$ cat config.mk
export PLATFORM = sky130hd
export DESIGN_NAME = vc_output_scheduler
export DESIGN_NICKNAME = d
export VERILOG_FILES = /design/src/rtl/noc_pkg.sv /design/src/rtl/rr_arbiter.sv /design/src/rtl/vc_output_scheduler.sv
export SDC_FILE = /design/constraint.sdc
export NUM_CORES = 1
export LEC_CHECK = 0
export ABC_AREA = 1
export CAP_MARGIN = 20
export CORE_MARGIN = 2
export CORE_UTILIZATION = 50
export CTS_CLUSTER_DIAMETER = 40
export CTS_CLUSTER_SIZE = 8
export DETAILED_ROUTE_END_ITERATION = 10
export PLACE_DENSITY_LB_ADDON = 0.3
export SLEW_MARGIN = 20
export SYNTH_ARGS = -nofsm -noshare
export SYNTH_HDL_FRONTEND = slang
export SYNTH_SLANG_ARGS = --single-unit
$ cat constraint.sdc
create_clock -name clk -period 4.7 [get_ports clk]
set_clock_uncertainty 0.05 [all_clocks]
set_input_delay 1.41 -clock clk [delete_from_list [all_inputs] [get_ports clk]]
set_output_delay 1.41 -clock clk [all_outputs]
set_load 0.05 [all_outputs]
$ cat src/rtl/noc_pkg.sv
// Shared NoC router definitions: default sizing, scheduler state encoding and flit types.
package noc_pkg;

    localparam int NOC_N_VC       = 2;
    localparam int NOC_CREDIT_MAX = 4;

    typedef enum logic {
        IDLE   = 1'b0,
        LOCKED = 1'b1
    } sched_state_t;

    typedef enum logic [1:0] {
        FLIT_BODY   = 2'b00,
        FLIT_HEAD   = 2'b01,
        FLIT_TAIL   = 2'b10,
        FLIT_SINGLE = 2'b11
    } flit_type_t;

    function automatic flit_type_t flit_type(input logic head, input logic tail);
        return flit_type_t'({tail, head});
    endfunction

endpackage

$ cat src/rtl/rr_arbiter.sv
// Combinational rotate-priority picker: one-hot grant to the first request at or after ptr.
module rr_arbiter #(
    parameter int N = 2
) (
    input  logic [N-1:0]         req,
    input  logic [$clog2(N)-1:0] ptr,
    output logic [N-1:0]         gnt
);

    localparam int IW = $clog2(N);

    logic          found;
    logic [IW-1:0] idx;

    always_comb begin
        gnt   = '0;
        found = 1'b0;
        idx   = '0;
        for (int i = 0; i < N; i++) begin
            idx = IW'((int'(ptr) + i) % N);
            if (!found && req[idx]) begin
                gnt[idx] = 1'b1;
                found    = 1'b1;
            end
        end
    end

endmodule

$ cat src/rtl/vc_output_scheduler.sv
// Output-port VC scheduler: round-robin packet selection, wormhole locking and
// per-VC downstream credit tracking.
//
//   state  | meaning
//   IDLE   | no packet owns the link; heads arbitrate round-robin from rr_ptr
//   LOCKED | a multi-flit packet on lock_vc owns the link until its tail fires
module vc_output_scheduler
    import noc_pkg::*;
#(
    parameter int N_VC       = NOC_N_VC,
    parameter int CREDIT_MAX = NOC_CREDIT_MAX,
    parameter int CW         = $clog2(CREDIT_MAX + 1)
) (
    input  logic                    clk,
    input  logic                    reset,
    input  logic [N_VC-1:0]         vc_valid,
    input  logic [N_VC-1:0]         vc_head,
    input  logic [N_VC-1:0]         vc_tail,
    input  logic                    out_ready,
    input  logic [N_VC-1:0]         credit_in,
    output logic [N_VC-1:0]         grant,
    output logic                    send_valid,
    output logic [$clog2(N_VC)-1:0] selected_vc,
    output logic [N_VC*CW-1:0]      credit_cnt,
    output logic                    locked,
    output logic                    credit_err,
    output logic                    proto_err
);

    localparam int              IW      = $clog2(N_VC);
    localparam logic [CW-1:0]   CNT_MAX = CW'(CREDIT_MAX);
    localparam logic [IW-1:0]   LAST_VC = IW'(N_VC - 1);

    sched_state_t  state;
    logic [IW-1:0] lock_vc;
    logic [IW-1:0] rr_ptr;

    logic [N_VC-1:0] eligible;
    logic [N_VC-1:0] arb_gnt;
    logic [N_VC-1:0] cerr_hit;
    logic            fire;
    flit_type_t      sel_type;
    logic            sel_head;
    logic            sel_tail;

    function automatic logic [IW-1:0] next_vc(input logic [IW-1:0] vc);
        return (vc == LAST_VC) ? '0 : vc + IW'(1);
    endfunction

    // Only packet heads may compete while the link is free.
    rr_arbiter #(.N(N_VC)) u_rr_arbiter (
        .req (eligible & vc_head),
        .ptr (rr_ptr),
        .gnt (arb_gnt)
    );

    always_comb begin
        grant = '0;
        if (!reset) begin
            if (state == IDLE) begin
                grant = arb_gnt;
            end else if (eligible[lock_vc]) begin
                grant[lock_vc] = 1'b1;
            end
        end
    end

    always_comb begin
        selected_vc = '0;
        for (int i = 0; i < N_VC; i++) begin
            if (grant[i]) begin
                selected_vc = IW'(i);
            end
        end
    end

    assign send_valid = |grant;
    assign fire       = send_valid & out_ready;
    assign sel_type   = flit_type(vc_head[selected_vc], vc_tail[selected_vc]);
    assign sel_head   = (sel_type == FLIT_HEAD) || (sel_type == FLIT_SINGLE);
    assign sel_tail   = (sel_type == FLIT_TAIL) || (sel_type == FLIT_SINGLE);

    always_ff @(posedge clk or posedge reset) begin
        if (reset) begin
            state     <= IDLE;
            lock_vc   <= '0;
            rr_ptr    <= '0;
            locked    <= 1'b0;
            proto_err <= 1'b0;
        end else if (fire) begin
            case (state)
                IDLE: begin
                    if (!sel_head) begin
                        proto_err <= 1'b1;
                    end
                    rr_ptr <= next_vc(selected_vc);
                    if (!sel_tail) begin
                        state   <= LOCKED;
                        lock_vc <= selected_vc;
                        locked  <= 1'b1;
                    end
                end
                LOCKED: begin
                    if (sel_head) begin
                        proto_err <= 1'b1;
                    end
                    if (sel_tail) begin
                        state  <= IDLE;
                        rr_ptr <= next_vc(lock_vc);
                        locked <= 1'b0;
                    end
                end
                default: state <= IDLE;
            endcase
        end
    end

    for (genvar g = 0; g < N_VC; g++) begin : g_credit
        logic          pop;
        logic [CW-1:0] cnt_q;

        assign pop         = grant[g] & out_ready;
        assign eligible[g] = vc_valid[g] & (cnt_q != '0);
        assign cerr_hit[g] = credit_in[g] & ~pop & (cnt_q == CNT_MAX);
        assign credit_cnt[g*CW +: CW] = cnt_q;

        // A pop and a returned credit in the same cycle cancel out.
        always_ff @(posedge clk or posedge reset) begin
            if (reset) begin
                cnt_q <= CNT_MAX;
            end else if (pop && !credit_in[g]) begin
                cnt_q <= cnt_q - CW'(1);
            end else if (!pop && credit_in[g] && (cnt_q != CNT_MAX)) begin
                cnt_q <= cnt_q + CW'(1);
            end
        end
    end

    always_ff @(posedge clk or posedge reset) begin
        if (reset) begin
            credit_err <= 1'b0;
        end else if (|cerr_hit) begin
            credit_err <= 1'b1;
        end
    end

endmodule
==> run_results.csv, run 1 <==
group,metric,value,unit
logic_synthesis,syn_area,844.6,um^2
detailed_routing,drtAntennaViolNets,0,
layout,final_cell_mix,"nand2_1 (26), clkdlybuf4s50_1 (19), inv_1 (15)",
clock_network,cts_tree,"built",
detailed_routing,drt_wl_total,1922,um
sta,fin_tns_setup,0,ns
layout,fill_cells,133,
clock_network,cts_hold_buf,0,
pwr,switchingPower,0.0004535,W
status,status,"complete, no violations",
logic_synthesis,synth_fp_nets,123,
detailed_routing,avgRoutedWirePerCell,12.73,um
clock_network,clock_sinks,12,
worst_setup_path,max_stage_delay,0.53,ns
sta,grt_setup_unrepaired,"false",
sta,slew_headroom,66.81,%
sta,finalCritPeriodShare,89.55,%
floorplanning,core,0.001541,mm^2
place,numPortBuffers,23,
logic_synthesis,ys_types,26,
detailed_routing,drt_iter0_drc,17,
global_route,antenna_found_initial,0,
layout,layout.nets,151,
sta,setup_viol,0,
floorplanning,die_h,45.10,um
place,place_congestion,0.7956,
logic_synthesis,avgSynthCellArea,7.820,um^2
floorplanning,pin_count,24,
sta,tightest_slew,0.4964,ns
logic_synthesis,postSynthCellCount,108,
layout,layout-drive-gt1-share,22.22,%
pwr,powerDensity,732.9,mW/mm^2
logic_synthesis,yosysSeqAreaShare,35.85,%
sta,hold_viol,0,
logic_synthesis,synth_area_leaders,"dfrtp_1 (30%), nand2_1 (12%), inv_1 (6.7%)",
sta,setup_slack,0.4912,ns
sta,period_needed,4.209,ns
clock_network,ctsResizeCount,0,
logic_synthesis,synth-warning-count,0,
clock_network,cts-buffers-inserted,3,
pwr,finalPower,0.0008509,W
pwr,p_clk_share,7.8,%
pwr,seq_power_share,25.0,%
logic_synthesis,synth.ff_latch_count,12,
sta,drv_slew,0,
detailed_routing,vias_per_cell,5.225,
worst_setup_path,crit_path_end_kind,"output port",
pwr,peakVddDrop,0.0004241,V
worst_hold_path,holdCritPathClass,"reg -> reg",
logic_synthesis,yosys.area.top_type_share,29.63,%
logic_synthesis,synth_top_cell_by_area,"dfrtp_1",
worst_setup_path,cp-start-kind,"input pin",
worst_setup_path,cp.required,3.24,ns
detailed_routing,drc_errors,0,
layout,area_growth,37.48,%
detailed_routing,vias,789,
worst_setup_path,slowest_stage,"clkdlybuf4s50_1",
global_route,grt_max_degree,15,
global_route,grt.total_usage,21.51,%
sta,fmax,237.6,MHz
pwr,p_leak,0.5534,nW
detailed_routing,dr.pass1.iters,4,
run,maxCapViolCount,0,
worst_setup_path,cp.arrival,2.75,ns
clock_network,cts_setup_buffers,0,
pwr,comb_power_share,67.2,%
worst_setup_path,crit_chain,"clkdlybuf4s50_1, nand2_1, a21oi_2, nand3_2, inv_2, buf_12",
pwr,internal_power,0.0003974,W
worst_setup_path,cp_max_fo,5,
layout,num_antenna_cells,0,
floorplanning,start_util,54.79,%
pwr,p_sw_share,53.29,%
clock_network,clkLatencyLatePin,0.27,ns
place,hpwlAfterDp,1608,um
floorplanning,die-area,0.002034,mm^2
clock_network,cts-root-buf,"clkbuf_4",
global_route,gr-total-overflow,0,
sta,whs,0.4264,ns
clock_network,h-tree-depth,1,
floorplanning,die_w,45.10,um
place,place_ws,0.5049,ns
global_route,grt_pass1_vias,784,
clock_network,clk_pin_slew,0.07,ns
layout,final_common_cell,"nand2_1",
worst_setup_path,crit_type,"in -> out",
global_route,grt_pass1_wl,3201,um
clock_network,clock_path_buffers,2,
floorplanning,rows,14,
through the flow:
stage / utilization, % / area (um^2) / cells
detailed placement: 73.62 / 1135 / 147
global placement: 73.62 / 1135 / 147
finish: 75.32 / 1161 / 151
CTS: 75.32 / 1161 / 151
global route: 75.32 / 1161 / 151
floorplan: - / 844.6 / 108
final timing paths:
check / startpoint / endpoint / slack (ns) / cells after the start
worst min register to register: credit_err / credit_err / 0.43 / 1
worst max-delay path: vc_valid[1] / grant[1] / 0.49 / 6
worst max register to register: g_credit[1].cnt_q[2] / g_credit[1].cnt_q[1] / 2.45 / 11
worst min-delay path: credit_err / credit_err / 0.43 / 1
min in group asynchronous: reset / state / 1.47 / 3
max in group asynchronous: reset / g_credit[1].cnt_q[2] / 2.89 / 3
metal layers:
layer | GRT usage, % | part of all wire, % | vias to the layer above
li1 | - | - | 404
met4 | 5.294 | 0 | 0
met1 | 27.44 | 45 | 371
met3 | 2.400 | 3.3 | 0
met5 | 0 | 0 | -
met2 | 38.57 | 52 | 14
critical path, delay by kind of cell:
kind | cells | cell delay, ns
buffers and inverters | 3 | 0.89
AO/OA/AOI/OAI | 1 | 0.20
AND/OR/NAND/NOR | 2 | 0.25
power groups by stage:
stage | Clock (W) | Sequential, W | Combinational, W
after floorplan | 0 | 0.000328 | 0.000267
after global routing | 0.0000739 | 0.000219 | 0.000619
after detailed placement | 0 | 0.000213 | 0.000574
after CTS | 0.0000679 | 0.000212 | 0.000575
final | 0.0000664 | 0.000212 | 0.000572
after global placement | 0 | 0.000210 | 0.000550
kinds of logic (layout without fill, tap and decap cells):
| family | after synthesis | after routing | synth area share, % |
|---|---|---|---|
| XOR/XNOR | 1 | 1 | 1.037 |
| flip-flops | 12 | 12 | 35.85 |
| AO/OA/AOI/OAI | 13 | 13 | 9.778 |
| AND/OR/NAND/NOR | 59 | 59 | 36.59 |
| buffers and inverters | 19 | 46 | 9.037 |
| adder cells (fa/ha/maj) | 4 | 4 | 7.703 |
cell type report:
class | instances | area [um^2] | area share, %
Inverter | 18 | 68.82 | 5.927
Clock buffer | 4 | 26.28 | 2.263
Tap cell | 16 | 20.02 | 1.724
Timing Repair Buffer | 24 | 277.8 | 23.92
Sequential cell | 12 | 302.8 | 26.08
Multi-Input combinational cell | 77 | 465.4 | 40.09
synthesized netlist by cell type:
| master | n |
|---|---|
| inv_2 | 2 |
| o21ai_2 | 1 |
| fa_1 | 2 |
| or2_1 | 1 |
| a21oi_1 | 2 |
| clkinv_2 | 1 |
| o21ai_1 | 2 |
| a21oi_2 | 2 |
| o21ai_0 | 5 |
| nor2_2 | 2 |
| nand3_1 | 8 |
| nor2_4 | 1 |
| nand3_2 | 2 |
| nand3b_1 | 1 |
| inv_1 | 15 |
| nand4_1 | 6 |
| dfrtp_1 | 10 |
| nand2_2 | 7 |
| dfstp_2 | 2 |
| nand3_4 | 1 |
| buf_4 | 1 |
| o21bai_2 | 1 |
| ha_1 | 2 |
| nand2_1 | 26 |
| nor2_1 | 4 |
| xor2_1 | 1 |
flip-flops by register name, summed over array words and instances, names as in the netlist:
register	flops
lock_vc	1
credit_err	1
g_credit.cnt_q	6
locked	1
state	1
rr_ptr	1
proto_err	1
No activity file was read; power rests on OpenSTA's default activity.
==> inputs of run 2 (changes only) <==
CORE_UTILIZATION = 35   (was 50)
CTS_CLUSTER_DIAMETER = 200   (was 40)
==> run 2 against run 1 <==
Against the previous run: combinational power decreased by 2%; sequential share of layout area decreased by 0.55 points; final area up 2.2%; utilization fell by 23 points; sequential cell count unchanged; via count fell by 0.89%; cell count increased by 7.9%; worst setup slack gained 0.014 ns; register-to-register slack about the same; critical path depth stayed put; largest cell class unchanged; largest power group unchanged; highest routed layer is now met4.
==> run_results.csv, run 2 (synthesis gave the netlist of run 1 again) <==
group,metric,value,unit
status,status,"complete, no violations",
worst_hold_path,holdCritPathClass,"reg -> reg",
global_route,grt_pass1_vias,741,
place,hpwlAfterDp,1446,um
layout,final_common_cell,"nand2_1",
sta,fin_tns_setup,0,ns
global_route,grt_pass1_wl,3098,um
detailed_routing,dr.pass1.iters,4,
clock_network,clock_sinks,12,
worst_setup_path,cp.arrival,2.73,ns
place,numPortBuffers,23,
pwr,peakVddDrop,0.0003400,V
global_route,grt.total_usage,15.23,%
clock_network,cts_setup_buffers,0,
pwr,comb_power_share,65.7,%
sta,fmax,238.4,MHz
pwr,p_sw_share,51.71,%
detailed_routing,drt_iter0_drc,7,
run,maxCapViolCount,0,
clock_network,h-tree-depth,1,
layout,fill_cells,221,
worst_setup_path,crit_path_end_kind,"output port",
clock_network,cts_tree,"built",
pwr,seq_power_share,24.6,%
layout,area_growth,40.44,%
layout,design_area,0.001186,mm^2
sta,slew_headroom,66.85,%
pwr,p_leak,0.5594,nW
global_route,grt_max_degree,15,
clock_network,ctsResizeCount,0,
clock_network,cts-root-buf,"clkbuf_4",
worst_setup_path,cp-start-kind,"input pin",
floorplanning,start_util,37.46,%
clock_network,clock_path_buffers,2,
sta,setup_slack,0.5053,ns
sta,finalCritPeriodShare,89.25,%
detailed_routing,drc_errors,0,
global_route,gr-total-overflow,0,
floorplanning,die_h,53.12,um
sta,tightest_slew,0.4956,ns
clock_network,clk_pin_slew,0.07,ns
sta,setup_viol,0,
clock_network,cts_hold_buf,0,
sta,hold_viol,0,
sta,grt_setup_unrepaired,"false",
layout,layout.nets,151,
floorplanning,die-area,0.002822,mm^2
place,place_congestion,0.8881,
worst_setup_path,crit_type,"in -> out",
layout,largest_reg_flops,6,
detailed_routing,vias,782,
floorplanning,core,0.002255,mm^2
layout,top_register,"g_credit.cnt_q",
pwr,switchingPower,0.0004398,W
detailed_routing,drt_wl_total,1773,um
layout,layout-drive-gt1-share,22.96,%
detailed_routing,vias_per_cell,4.798,
pwr,internal_power,0.0004107,W
floorplanning,rows,17,
floorplanning,pin_count,24,
detailed_routing,drtAntennaViolNets,0,
worst_setup_path,cp.required,3.24,ns
sta,drv_slew,0,
detailed_routing,avgRoutedWirePerCell,10.88,um
place,placed_cell_area,0.001150,mm^2
layout,num_antenna_cells,0,
floorplanning,die_w,53.12,um
place,place_ws,0.5134,ns
layout,final_cell_mix,"nand2_1 (26), clkdlybuf4s50_1 (19), inv_1 (15)",
global_route,antenna_found_initial,0,
worst_setup_path,cp_max_fo,5,
sta,period_needed,4.195,ns
clock_network,clkLatencyLatePin,0.28,ns
clock_network,cts-buffers-inserted,3,
pwr,powerDensity,717.0,mW/mm^2
pwr,p_clk_share,9.7,%
-- run 2: worst max-delay path, stage by stage --
cell and delay, ns:
clkdlybuf4s50_1 0.52, nand3_2 0.09, a21oi_2 0.19, nand3_2 0.15
inv_2 0.20, buf_12 0.16
-- run 2: path summary, 6_finish.rpt --
check,start,end,slack (ns),cells after the start
max,vc_valid[1],selected_vc,0.51,6
min,proto_err,proto_err,0.42,1
max reg2reg,g_credit[1].cnt_q[2],g_credit[1].cnt_q[1],2.46,11
min reg2reg,proto_err,proto_err,0.42,1
max in group asynchronous,reset,g_credit[1].cnt_q[2],2.88,3
min in group asynchronous,reset,g_credit[1].cnt_q[0],1.49,3
-- run 2: stage by stage --
step                      util, %  hold slack [ns]  std cells  total power [W]
after floorplan                 -           0.4208        108        0.0005948
after global placement      51.00           0.4032        159        0.0007626
after detailed placement    51.00           0.4114        159        0.0007737
after CTS                   52.61           0.4287        163        0.0008603
after global routing        52.61           0.4512        163        0.0009190
final                       52.61           0.4219        163        0.0008505
-- run 2: final cells by class --
type | count | area [um^2] | share of cell area [%]
multi-input combinational | 77 | 465.4 | 39.24
sequential | 12 | 302.8 | 25.53
inverter | 18 | 68.82 | 5.802
clock buffer | 4 | 36.28 | 3.059
timing repair buffer | 24 | 277.8 | 23.42
tap | 28 | 35.03 | 2.954
-- run 2: routing by layer --
metal	global-route usage (%)	up-vias	wire, um
met2	23.54	21	801
met4	7.692	0	42
met1	20.14	355	836
met3	2.825	5	92
li1	-	401	-
met5	0	-	0
-- run 2: power groups by stage --
| stage | Combinational [W] | Sequential [W] | Clock [W] |
|---|---|---|---|
| floorplan | 0.000267 | 0.000328 | 0 |
| global placement | 0.000553 | 0.000210 | 0 |
| detailed placement | 0.000562 | 0.000212 | 0 |
| CTS | 0.000564 | 0.000211 | 0.0000853 |
| global route | 0.000611 | 0.000216 | 0.0000912 |
| finish | 0.000559 | 0.000209 | 0.0000826 |
